==> src/rtl/max_seq_arbiter.sv <==
// Round-robin scheduler that lends one shared max-finder datapath to NREQ requesters,
// one whole sequence at a time, and returns the tagged result over valid/ready.
module max_seq_arbiter #(
  parameter int NREQ    = 4,
  parameter int DW      = 8,
  parameter int MAXLEN  = 16,
  parameter int TIMEOUT = 32,
  localparam int IDW    = $clog2(NREQ),
  localparam int LW     = $clog2(MAXLEN + 1)
) (
  input  logic                 clk,
  input  logic                 rst,
  input  logic [NREQ-1:0]      req_valid,
  input  logic [NREQ*DW-1:0]   req_data,
  input  logic [NREQ-1:0]      req_last,
  output logic [NREQ-1:0]      req_ready,
  output logic                 dp_start,
  output logic                 dp_valid,
  output logic [DW-1:0]        dp_data,
  output logic                 dp_last,
  input  logic                 dp_done,
  input  logic [DW-1:0]        dp_max,
  output logic                 res_valid,
  input  logic                 res_ready,
  output logic [IDW-1:0]       res_id,
  output logic [DW-1:0]        res_max,
  output logic [LW-1:0]        res_len,
  output logic                 res_err,
  output logic                 res_trunc,
  output logic                 busy
);

  localparam int TW = $clog2(TIMEOUT + 1);
  localparam logic [LW-1:0] LAST_IDX  = LW'(MAXLEN - 1);
  localparam logic [TW-1:0] TIMER_END = TW'(TIMEOUT - 1);

  typedef enum logic [2:0] {
    S_IDLE,
    S_START,
    S_STREAM,
    S_WAIT_DONE,
    S_RESULT
  } state_t;

  state_t          state, state_nxt;
  logic [IDW-1:0]  gnt;
  logic [IDW-1:0]  rr_ptr;
  logic [IDW-1:0]  rr_next;
  logic [LW-1:0]   count;
  logic [TW-1:0]   timer;
  logic [IDW-1:0]  pick;
  logic            pick_ok;
  logic            forced;

  // Priority search starting at rr_ptr and wrapping, so the last owner goes to the back.
  always_comb begin
    int idx;
    pick    = '0;
    pick_ok = 1'b0;
    idx     = 0;
    for (int k = 0; k < NREQ; k++) begin
      idx = int'(rr_ptr) + k;
      if (idx >= NREQ) idx = idx - NREQ;
      if (!pick_ok && req_valid[IDW'(idx)]) begin
        pick    = IDW'(idx);
        pick_ok = 1'b1;
      end
    end
  end

  assign rr_next   = (gnt == IDW'(NREQ - 1)) ? '0 : gnt + 1'b1;
  assign busy      = (state != S_IDLE);
  assign res_valid = (state == S_RESULT);

  always_comb begin
    state_nxt = state;
    dp_start  = 1'b0;
    dp_valid  = 1'b0;
    dp_data   = '0;
    dp_last   = 1'b0;
    req_ready = '0;
    forced    = 1'b0;
    case (state)
      S_IDLE: begin
        if (pick_ok) state_nxt = S_START;
      end
      S_START: begin
        dp_start  = 1'b1;
        state_nxt = S_STREAM;
      end
      S_STREAM: begin
        req_ready[gnt] = 1'b1;
        dp_valid       = req_valid[gnt];
        dp_data        = req_data[gnt*DW +: DW];
        forced         = (count == LAST_IDX);
        dp_last        = req_last[gnt] | forced;
        if (dp_valid && dp_last) state_nxt = S_WAIT_DONE;
      end
      S_WAIT_DONE: begin
        if (dp_done || timer == TIMER_END) state_nxt = S_RESULT;
      end
      S_RESULT: begin
        if (res_ready) state_nxt = S_IDLE;
      end
      default: state_nxt = S_IDLE;
    endcase
  end

  // Result fields are only written on the way into RESULT, so they hold while res_valid is up.
  always_ff @(posedge clk or negedge rst) begin
    if (!rst) begin
      state     <= S_IDLE;
      gnt       <= '0;
      rr_ptr    <= '0;
      count     <= '0;
      timer     <= '0;
      res_id    <= '0;
      res_max   <= '0;
      res_len   <= '0;
      res_err   <= 1'b0;
      res_trunc <= 1'b0;
    end else begin
      state <= state_nxt;
      timer <= (state == S_WAIT_DONE) ? timer + 1'b1 : '0;
      case (state)
        S_IDLE: begin
          if (pick_ok) gnt <= pick;
        end
        S_START: begin
          count <= '0;
        end
        S_STREAM: begin
          if (dp_valid) begin
            count <= count + 1'b1;
            if (dp_last) begin
              res_id    <= gnt;
              res_len   <= count + 1'b1;
              res_trunc <= forced & ~req_last[gnt];
            end
          end
        end
        S_WAIT_DONE: begin
          if (dp_done) begin
            res_max <= dp_max;
            res_err <= 1'b0;
          end else if (timer == TIMER_END) begin
            res_max <= '0;
            res_err <= 1'b1;
          end
        end
        S_RESULT: begin
          if (res_ready) rr_ptr <= rr_next;
        end
        default: ;
      endcase
    end
  end

endmodule

==> config.mk <==
export PLATFORM = sky130hd
export DESIGN_NAME = max_seq_arbiter
export DESIGN_NICKNAME = d
export VERILOG_FILES = /design/src/rtl/max_seq_arbiter.sv
export SDC_FILE = /design/constraint.sdc
export NUM_CORES = 1
export LEC_CHECK = 0
export ABC_AREA = 1
export CORE_UTILIZATION = 48
export DETAILED_ROUTE_END_ITERATION = 7
export PLACE_DENSITY_LB_ADDON = 0.2
export SETUP_SLACK_MARGIN = 0.1
export SKIP_CTS_REPAIR_TIMING = 1
export SLEW_MARGIN = 20
export SYNTH_ARGS = -nofsm -noshare
export SYNTH_HDL_FRONTEND = slang
export SYNTH_SLANG_ARGS = --single-unit
==> constraint.sdc <==
create_clock -name clk -period 2.91 [get_ports clk]
set_clock_uncertainty 0.2 [all_clocks]
set_input_delay 0.4365 -clock clk [delete_from_list [all_inputs] [get_ports clk]]
set_output_delay 0.4365 -clock clk [all_outputs]
set_load 0.1 [all_outputs]
# Yosys cells after proc, flatten, opt, wreduce, memory -nomap -nowiden
# Cells that the tools add are included.
# word_totals
word_cells	114
output_inout_bits	34
ff_bits	35
# classes
muxes	49
bitwise_logic	3
reduce_logical	19
shift	1
magnitude_cmp	10
eq_ne	12
add_sub_neg	10
# ops
operator	n
$shiftx A32 B6 Y8	1
$mux W8	3
$mux W1	21
$mux W2	9
$lt A2 B4 Y1 const B	4
$pmux W3 S5	1
$bmux W1 S2	6
$mux W3	4
$pmux W5 S2	1
$ge A3 B3 Y1 const B	3
$ne A2 B2 Y1 const B	4
$reduce_and A2 Y1	4
$sub A2 B1 Y2 const B	4
$add A2 B2 Y3 const B	2
$add A6 B1 Y6 const B	1
$eq A3 B2 Y1 const B	2
$eq A6 B5 Y1 const B	1
$mux W6	1
$add A5 B1 Y5 const B	1
$eq A5 B4 Y1 const B	1
$logic_and A1 B1 Y1	5
$mux W5	1
$mux W4	1
$reduce_and A4 Y1	1
19 further kinds	22

# Logic depth before layout (Yosys ltp)
# Gate-level depths: netlist (run 1).
# logic_depth
word_depth	17
ltp_mapped	13
depth_no_buf	12

# Least setup slack after synthesis (run 1)
# OpenSTA, ideal clock, no wires.
# synth_path
path_type	register to register
from	reg state[2]
to	reg count[4]
required_time_ns	2.618
synth_period_minus_slack_ns	3.483
setup_ns	0.092
n_path_buf	0
arrival_ns	3.191
stages_incl_launch_ff	6
slack_ns	-0.573
cell_sequence	dfrtp_1 nor3_1 inv_1 nand2_2 inv_2 o31ai_2
# synth_between
elab_chain_len	4
# synth_lines
element	line	source
start: declaration	45	state_t state, state_nxt;
start signal: assignment	123	state <= state_nxt;
$eq A3 B2 Y1	83, 125	
$mux W1	83	case (state)
$ne A2 B2 Y1 (no source line)	-	
$reduce_and A2 Y1 (no source line)	-	
end signal: assignment	134	count <= count + 1'b1;
end: declaration	49	logic [LW-1:0] count;
# Parallel ways exist; a longest one is shown, timed or not.
# A chain may end at the register's enable or synchronous reset.

# Worst setup path in the final report (run 1)
# layout_path
from	reg gnt[0]
to	out dp_last
# layout_between
elab_chain_len	4
# layout_lines
element	line	source
start: declaration	46	logic [IDW-1:0] gnt;
start signal: assignment	127	if (pick_ok) gnt <= pick;
$bmux W1 S2	96	dp_last = req_last[gnt] | forced;
$mux W1 (not written as such)	96	
$or A1 B1 Y1	96	
$mux W1	83	
end: declaration	20	output logic dp_last,
# Every way passes these cells. The select of a mux whose other input is x is not followed.

==> flow_metrics.tcl, run 1 <==
set metrics [dict create \
    cpMostUsedCell "nand2_1" \
    cp.arrival_ns 1.86 \
    vias 2287 \
    cap_violations 0 \
    period_share 0.857 \
    antenna_found_initial 0 \
    setup_viol 0 \
    violations "DRC" \
    core_sq_um 4440 \
    clock_path_buffers 2 \
    crit_path_end_kind "output port" \
    cp-start-kind "register" \
    globalRouteOverflowTotal 0 \
    fin_setup_tns_ns 0 \
    cpLargestDelayFamily "buffers and inverters" \
    grt_pass1_wl_um 10300 \
    clk_pin_slew_worst_paths_ns 0.08 \
    yosysWarnings 0 \
    pre_cts_ws_ns 0.694 \
    vias_per_cell 5.12 \
    crit_buf_inv 3 \
    areaGrowthSynthToFinish_pct 49.4 \
    syn_inst 308 \
    ant_nets 0 \
    rsz0062_at_grt "false" \
    drive_gt1_frac 0.220 \
    first_pass_iters 6 \
    diodes 0 \
    holdWs_ns 0.268 \
    grt_usage 0.259 \
    critical_path.max_fanout 24 \
    cts_buffers 5 \
    cp_slowest_cell "dfrtp_1" \
    layout_common_cells "73 x nand2_1, 51 x clkdlybuf4s50_1, 43 x nor2_1, 35 x dfrtp_1, 29 x inv_1" \
    cp.required_ns 2.27 \
    worst_pin_slew_ns 0.503 \
    initialDrtViolationCount 170 \
    period_needed_ns 2.50 \
    synth_nets 367 \
    drc 8 \
    avgSynthCellArea_sq_um 7.32 \
    netlist_area_sq_um 2250 \
    clock-root-buffer "clkbuf_8" \
    dp_hpwl_um 4500 \
    clk_latency_ns 0.29 \
    placementRows 24 \
    final_common_cell "nand2_1" \
    num_io_pins 86 \
    die_h_um 70.5 \
    drv_slew 0 \
    hp-class "register to register" \
    gp_congestion 0.869 \
    cp_cell_sequence "inv_2 > nand2_1 > nand3_1 > nand2_1 > nand2_1 > nand2_1 > inv_2 > buf_12" \
    max_freq_mhz 401 \
    crit_path_max_incr_delay_ns 0.52 \
    final_core_util 0.757 \
    die-area_sq_um 4970 \
    synth.distinct_cells 32 \
    outcome "complete, but fails checks" \
    fillers 368 \
    slew_headroom 0.664 \
    grt_max_degree 36 \
    clock_sinks 35 \
    io_buffer_count 85 \
    die_w_um 70.5 \
    hold_violations 0 \
    critPathKind "register to output port" \
    yosys_register_bits 35 \
    routedWlPerCell_um 13.3 \
    first_global_vias 2258 \
    ys_seq_area_frac 0.389 \
    nNetsFinal 453 \
    initial_utilization 0.507 \
    cts_tree "done" \
    h-tree-depth 2 \
    wirelength_um 5950 \
    fin_ws_ns 0.415 \
]
## layout make-up
| cell class | count | area, sq um | share of cell area |
|---|---|---|---|
| Multi-Input combinational cell | 224 | 1190 | 0.354 |
| Timing Repair Buffer | 88 | 963 | 0.286 |
| Sequential cell | 35 | 876 | 0.260 |
| Inverter | 40 | 158 | 0.0468 |
| Clock buffer | 5 | 68.8 | 0.0204 |
| Tap cell | 52 | 65.1 | 0.0193 |
| Clock inverter | 3 | 43.8 | 0.0130 |
## synth_stat cells, drive strengths merged
library cell	n	area, sq um
a21boi	2	15.0
a21oi	13	65.1
a22o	8	70.1
and3	1	6.26
buf	6	45.0
clkbuf	3	11.3
dfrtp	35	876
ha	7	87.6
inv	40	158
nand2	85	354
nand3	18	105
nand4	2	12.5
nor2	48	208
nor3	4	36.3
o21ai	31	155
o31ai	2	25.0
or2	1	6.26
xor2	2	17.5
## sequential cells by signal, indices dropped and copies added (netlist names)
register and count:
res_id 2, res_max 8, gnt 2, res_trunc 1, timer 6, count 5
rr_ptr 2, res_err 1, res_len 5, state 3
## final timing paths
path / depth (start not counted) / start / slack, ns / end
setup reg to reg: 10 / gnt[0] / 0.85 / res_len[3]
max in group asynchronous: 2 / rst / 1.84 / res_err
min in group asynchronous: 2 / rst / 0.35 / res_id[1]
setup / recovery: 8 / gnt[0] / 0.41 / dp_last
hold / removal: 1 / timer[0] / 0.27 / timer[0]
hold reg to reg: 1 / timer[0] / 0.27 / timer[0]
## per-stage QoR
step	instance area, sq um	std cells
floorplan	2280	308
global placement	3250	439
finish	3370	447
detailed placement	3250	439
CTS	3370	447
global route	3370	447
## cells by family after synthesis
family / share of synthesized area
xor+xnor: 0.00777
fa+ha+maj: 0.0389
simple gates: 0.323
flops: 0.389
buf+inv: 0.0949
compound gates: 0.147
## metal layers
layer,track usage,share of wire,wire (um)
met5,0,0,0
met4,0.0862,0.021,127
met3,0.0404,0.031,182
met2,0.453,0.51,3020
met1,0.327,0.44,2620
Power of run 1 is left out: the tool's default activity adds up to more than one toggle a clock period on the data nets, which glitch-free logic cannot reach.
==> run 2: changes to the inputs <==
--- a/config.mk
+++ b/config.mk
@@ -9,6 +9,7 @@
 export CORE_UTILIZATION = 48
 export DETAILED_ROUTE_END_ITERATION = 7
 export PLACE_DENSITY_LB_ADDON = 0.2
+export REMOVE_ABC_BUFFERS = 1
 export SETUP_SLACK_MARGIN = 0.1
 export SKIP_CTS_REPAIR_TIMING = 1
 export SLEW_MARGIN = 20
==> run 2 against run 1 <==
  * Final cell count down 0.22%
  * Critical path depth down 3
  * Critical endpoint is now dp_data[7]
  * Non-clock buffer count down 1
  * Utilization down 0.79 points
  * Worst setup slack worse by 0.14 ns
  * First-iteration DRC count down 13%
  * Sequential cell count unchanged
  * Maximum frequency down 5.3%
  * The run still ends with DRC left
  * Register-to-register slack worse by 0.10 ns
  * Highest routed layer unchanged
  * Via count down 0.52%
==> flow_metrics.tcl, run 2 (synthesized netlist as in run 1, its figures left out) <==
set metrics [dict create \
    violations "DRC" \
    grt_pass1_wl_um 9700 \
    ff2ff_path_depth 9 \
    dp_hpwl_um 4260 \
    cap_violations 0 \
    period_share 0.905 \
    layout_common_cells "73 x nand2_1, 51 x clkdlybuf4s50_1, 43 x nor2_1, 35 x dfrtp_1, 29 x inv_1" \
    num_io_pins 86 \
    finalNonFillerCells 446 \
    drv_slew 0 \
    design_area_sq_um 3330 \
    clock-root-buffer "clkbuf_8" \
    cts_buffers 5 \
    placementRows 24 \
    largest_register "res_max" \
    fillers 342 \
    first_pass_iters 6 \
    critical_path.max_fanout 14 \
    met3_length_um 188 \
    initial_utilization 0.507 \
    crit_path_end_kind "output port" \
    globalRouteOverflowTotal 0 \
    wl_met1_um 2580 \
    period_needed_ns 2.63 \
    ant_nets 0 \
    max_freq_mhz 380 \
    cp-startpoint "gnt[1]" \
    initialDrtViolationCount 148 \
    vias_per_cell 5.10 \
    clk_latency_ns 0.29 \
    cp.arrival_ns 2.00 \
    top_layer "met4" \
    gp_congestion 0.825 \
    die_w_um 70.5 \
    hold_violations 0 \
    nNetsFinal 452 \
    rsz0062_at_grt "false" \
    routedWlPerCell_um 13.1 \
    die-area_sq_um 4970 \
    drive_gt1_frac 0.201 \
    areaGrowthSynthToFinish_pct 47.8 \
    rrSetupSlack_ns 0.75 \
    largest_reg_flops 8 \
    outcome "complete, but fails checks" \
    h-tree-depth 2 \
    setup_viol 0 \
    diodes 0 \
    antenna_found_initial 0 \
    die_h_um 70.5 \
    io_buffer_count 85 \
    cp.required_ns 2.27 \
    hp-class "register to register" \
    final_core_util 0.749 \
    fin_setup_tns_ns 0 \
    first_global_vias 2110 \
    vias 2275 \
    final_common_cell "nand2_1" \
    cp-start-kind "register" \
    cts_tree "done" \
    clock_path_buffers 2 \
    clock_sinks 35 \
    worst_pin_slew_ns 0.460 \
    worstSetupEndpoint "dp_data[7]" \
    critPathKind "register to output port" \
    wirelength_um 5860 \
    dpl_cell_area_sq_um 3220 \
    grt_max_degree 36 \
    drc 10 \
    met2_length_um 2990 \
    slew_headroom 0.693 \
    reg_top3 "res_max (8), timer (6)" \
    clk_pin_slew_worst_paths_ns 0.07 \
    r2r-end "res_len[3]" \
    dp_cells 438 \
    r2r-start "gnt[1]" \
    core_sq_um 4440 \
    grt_usage 0.247 \
]
-- run 2: how the worst min path moves through the flow --
| stage | startpoint | to | slack [ns] | cells past startpoint |
|---|---|---|---|---|
| 2_1_floorplan | rst | count[0] | -0.06 | 0 |
| 3_3_place_gp | timer[0] | timer[0] | 0.24 | 1 |
| 3_5_place_dp | timer[0] | timer[0] | 0.25 | 1 |
| 4_1_cts | timer[0] | timer[0] | 0.28 | 1 |
| 5_1_grt | timer[0] | timer[0] | 0.30 | 1 |
| 6_report | timer[0] | timer[0] | 0.27 | 1 |
-- run 2: per-stage QoR --
stage	setup WS [ns]	hold slack (ns)
after global placement	0.643	0.245
final	0.275	0.271
after detailed placement	0.603	0.253
after floorplan	-0.573	-0.0591
after CTS	0.288	0.275
after global routing	0.105	0.295
-- run 2: final cells by class --
cell class | instances | area, sq um | share of cell area
Multi-Input combinational cell | 224 | 1160 | 0.349
Tap cell | 52 | 65.1 | 0.0195
Clock inverter | 3 | 43.8 | 0.0131
Timing Repair Buffer | 87 | 956 | 0.287
Sequential cell | 35 | 876 | 0.263
Clock buffer | 5 | 68.8 | 0.0207
Inverter | 40 | 158 | 0.0473
-- run 2: worst max-delay path, stage by stage (launching register included) --
cell and delay [ns]:
dfrtp_1 0.62, inv_1 0.35, nor2_1 0.18, o21ai_0 0.10, a21oi_1 0.24, buf_12 0.21
-- run 2: metal layers --
layer,global-route usage,up-vias
li1,-,1154
met1,0.314,1059
met2,0.430,49
met3,0.0404,13
met4,0.0794,0
met5,0,-
Power of run 2 is left out for the same reason.
==> patch: new RTL, config.mk and constraints of run 1 <==
The 5 states of `state_t` get a Gray code encoding in 3 bits.
--- a/src/rtl/max_seq_arbiter.sv
+++ b/src/rtl/max_seq_arbiter.sv
@@ -35,11 +35,11 @@
   localparam logic [TW-1:0] TIMER_END = TW'(TIMEOUT - 1);
 
   typedef enum logic [2:0] {
-    S_IDLE,
-    S_START,
-    S_STREAM,
-    S_WAIT_DONE,
-    S_RESULT
+    S_IDLE      = 3'b000,
+    S_START     = 3'b001,
+    S_STREAM    = 3'b011,
+    S_WAIT_DONE = 3'b010,
+    S_RESULT    = 3'b110
   } state_t;
 
   state_t          state, state_nxt;
Formal check against the unedited RTL: same outputs for any inputs over 10 cycles, from zero or initial values and one cycle with rst low; not proved beyond that.
==> patch against run 1 <==
Sequential cell count stayed put; area after synthesis decreased by 4.2%; critical path type unchanged; synthesized cell count shrank 0.32%; final cell count down 0.67%; routed wire length decreased by 3.2%; cell area is 2.6% lower; die area is 4.1% lower; non-clock buffer count down 1; worst setup slack got worse by 80 ps.
Power is not shown: default switching activity piles up to over one toggle a cycle in this logic, so the estimate is an artifact.
==> patch: results (changes against run 1) <==
[grt]
globalRouteMet3Util=0.0395  ; -0.000930
use_met2=0.439  ; -0.0140
vias_in_the_first_global_route=2183  ; -3.3%
global_route.usage.total=0.256  ; -0.00292
globalRouteMet1Util=0.326  ; -0.000827
global_route_wire_length_before_repair_um=9940  ; -3.2%

[final_layout]
final_layout_size_suffix_gt1_frac=0.176  ; -0.0442
design.final.nets=450  ; -0.66%
antennaDiodeCount=0  ; unchanged

[detailed_routing]
drt_wl_total_um=5760  ; -3.2%
dr_total_vias=2262  ; -1.1%
detailedRoute.firstPassIterationCount=4  ; -2
drtIter0Drc=150  ; -12%

[critical_path]
crit-reg2reg-capture=state[1]
timing.reg2reg.worst_path_depth=9  ; -1
timing.reg2reg.setup_slack_ps=670  ; -180 ps
critPathMaxFanout=14  ; -42%
reg2reg_from=gnt[1]

[clock_tree]
cts_htree_levels=2  ; unchanged

[synth]
synthDistinctLibCells=26  ; -19%
synth.yosys.seq_area_share=0.406  ; +0.0171
ys_top_cells_by_count=sky130_fd_sc_hd__nand2_1 (79), sky130_fd_sc_hd__nor2_1 (52), sky130_fd_sc_hd__dfrtp_1 (35), sky130_fd_sc_hd__inv_1 (29), sky130_fd_sc_hd__o21ai_0 (24)
synth.area.top_cells=sky130_fd_sc_hd__dfrtp_1 (41%), sky130_fd_sc_hd__nand2_1 (14%), sky130_fd_sc_hd__nor2_1 (9.0%), sky130_fd_sc_hd__o21ai_0 (5.6%), sky130_fd_sc_hd__inv_1 (5.0%)

[sta]
slew-limit-headroom=0.589  ; -0.0753

[placed_design]
detailed_place_hpwl_um=4280  ; -5.0%
gp_weighted_congestion=0.848  ; -2.4%

[status]
run_status=finished, final reports clean

==> patch: cells by family (layout without fill, tap and decap cells) <==
group / Yosys count / after routing / share of synthesized area
and+or+nand+nor: 159 / 159 / 0.306
AOI/OAI and AO/OA: 60 / 60 / 0.163
buffers and inverters: 46 / 131 / 0.0846
DFF: 35 / 35 / 0.406
adders and majority gates: 7 / 7 / 0.0406
==> patch: stage by stage <==
stage	hold WS [ps]	std cells	area [um^2]	setup slack [ps]
finish	267	444	3280	335
floorplan	-59.1	307	2190	-100
global route	304	444	3280	173
CTS	275	444	3280	336
detailed placement	266	436	3170	660
global placement	248	436	3170	687
==> patch: worst max-delay path by stage <==
stage / start / to / slack, ps
after detailed placement: gnt[1] / dp_data[5] / 660
after global routing: gnt[1] / dp_data[5] / 170
final: gnt[1] / dp_data[5] / 330
after CTS: gnt[1] / dp_data[5] / 340
after floorplan: state[2] / req_ready[1] / -100
after global placement: req_valid[0] / dp_valid / 690
==> patch: layout make-up <==
type,instances,area [um^2],share of cell area
flip-flops and latches,35,876,0.267
repair buffers,87,956,0.291
inverters,36,135,0.0412
multi-input cells,226,1130,0.346
clock buffers,5,68.8,0.0210
clock inverters,3,43.8,0.0134
well taps,52,65.1,0.0198
==> patch: layer usage <==
metal	wire length, um	part of all wire	up-vias
met5	0	0	-
met4	97	0.017	0
met3	191	0.033	8
met2	2930	0.51	54
met1	2540	0.44	1048
li1	-	-	1152
==> patch: worst max-delay path, stage by stage, from the launching register on <==
cell and delay (ps):
sky130_fd_sc_hd__dfrtp_1 590, sky130_fd_sc_hd__inv_1 340, sky130_fd_sc_hd__nor2_1 180, sky130_fd_sc_hd__o21ai_0 120, sky130_fd_sc_hd__a21oi_2 220, sky130_fd_sc_hd__buf_12 200
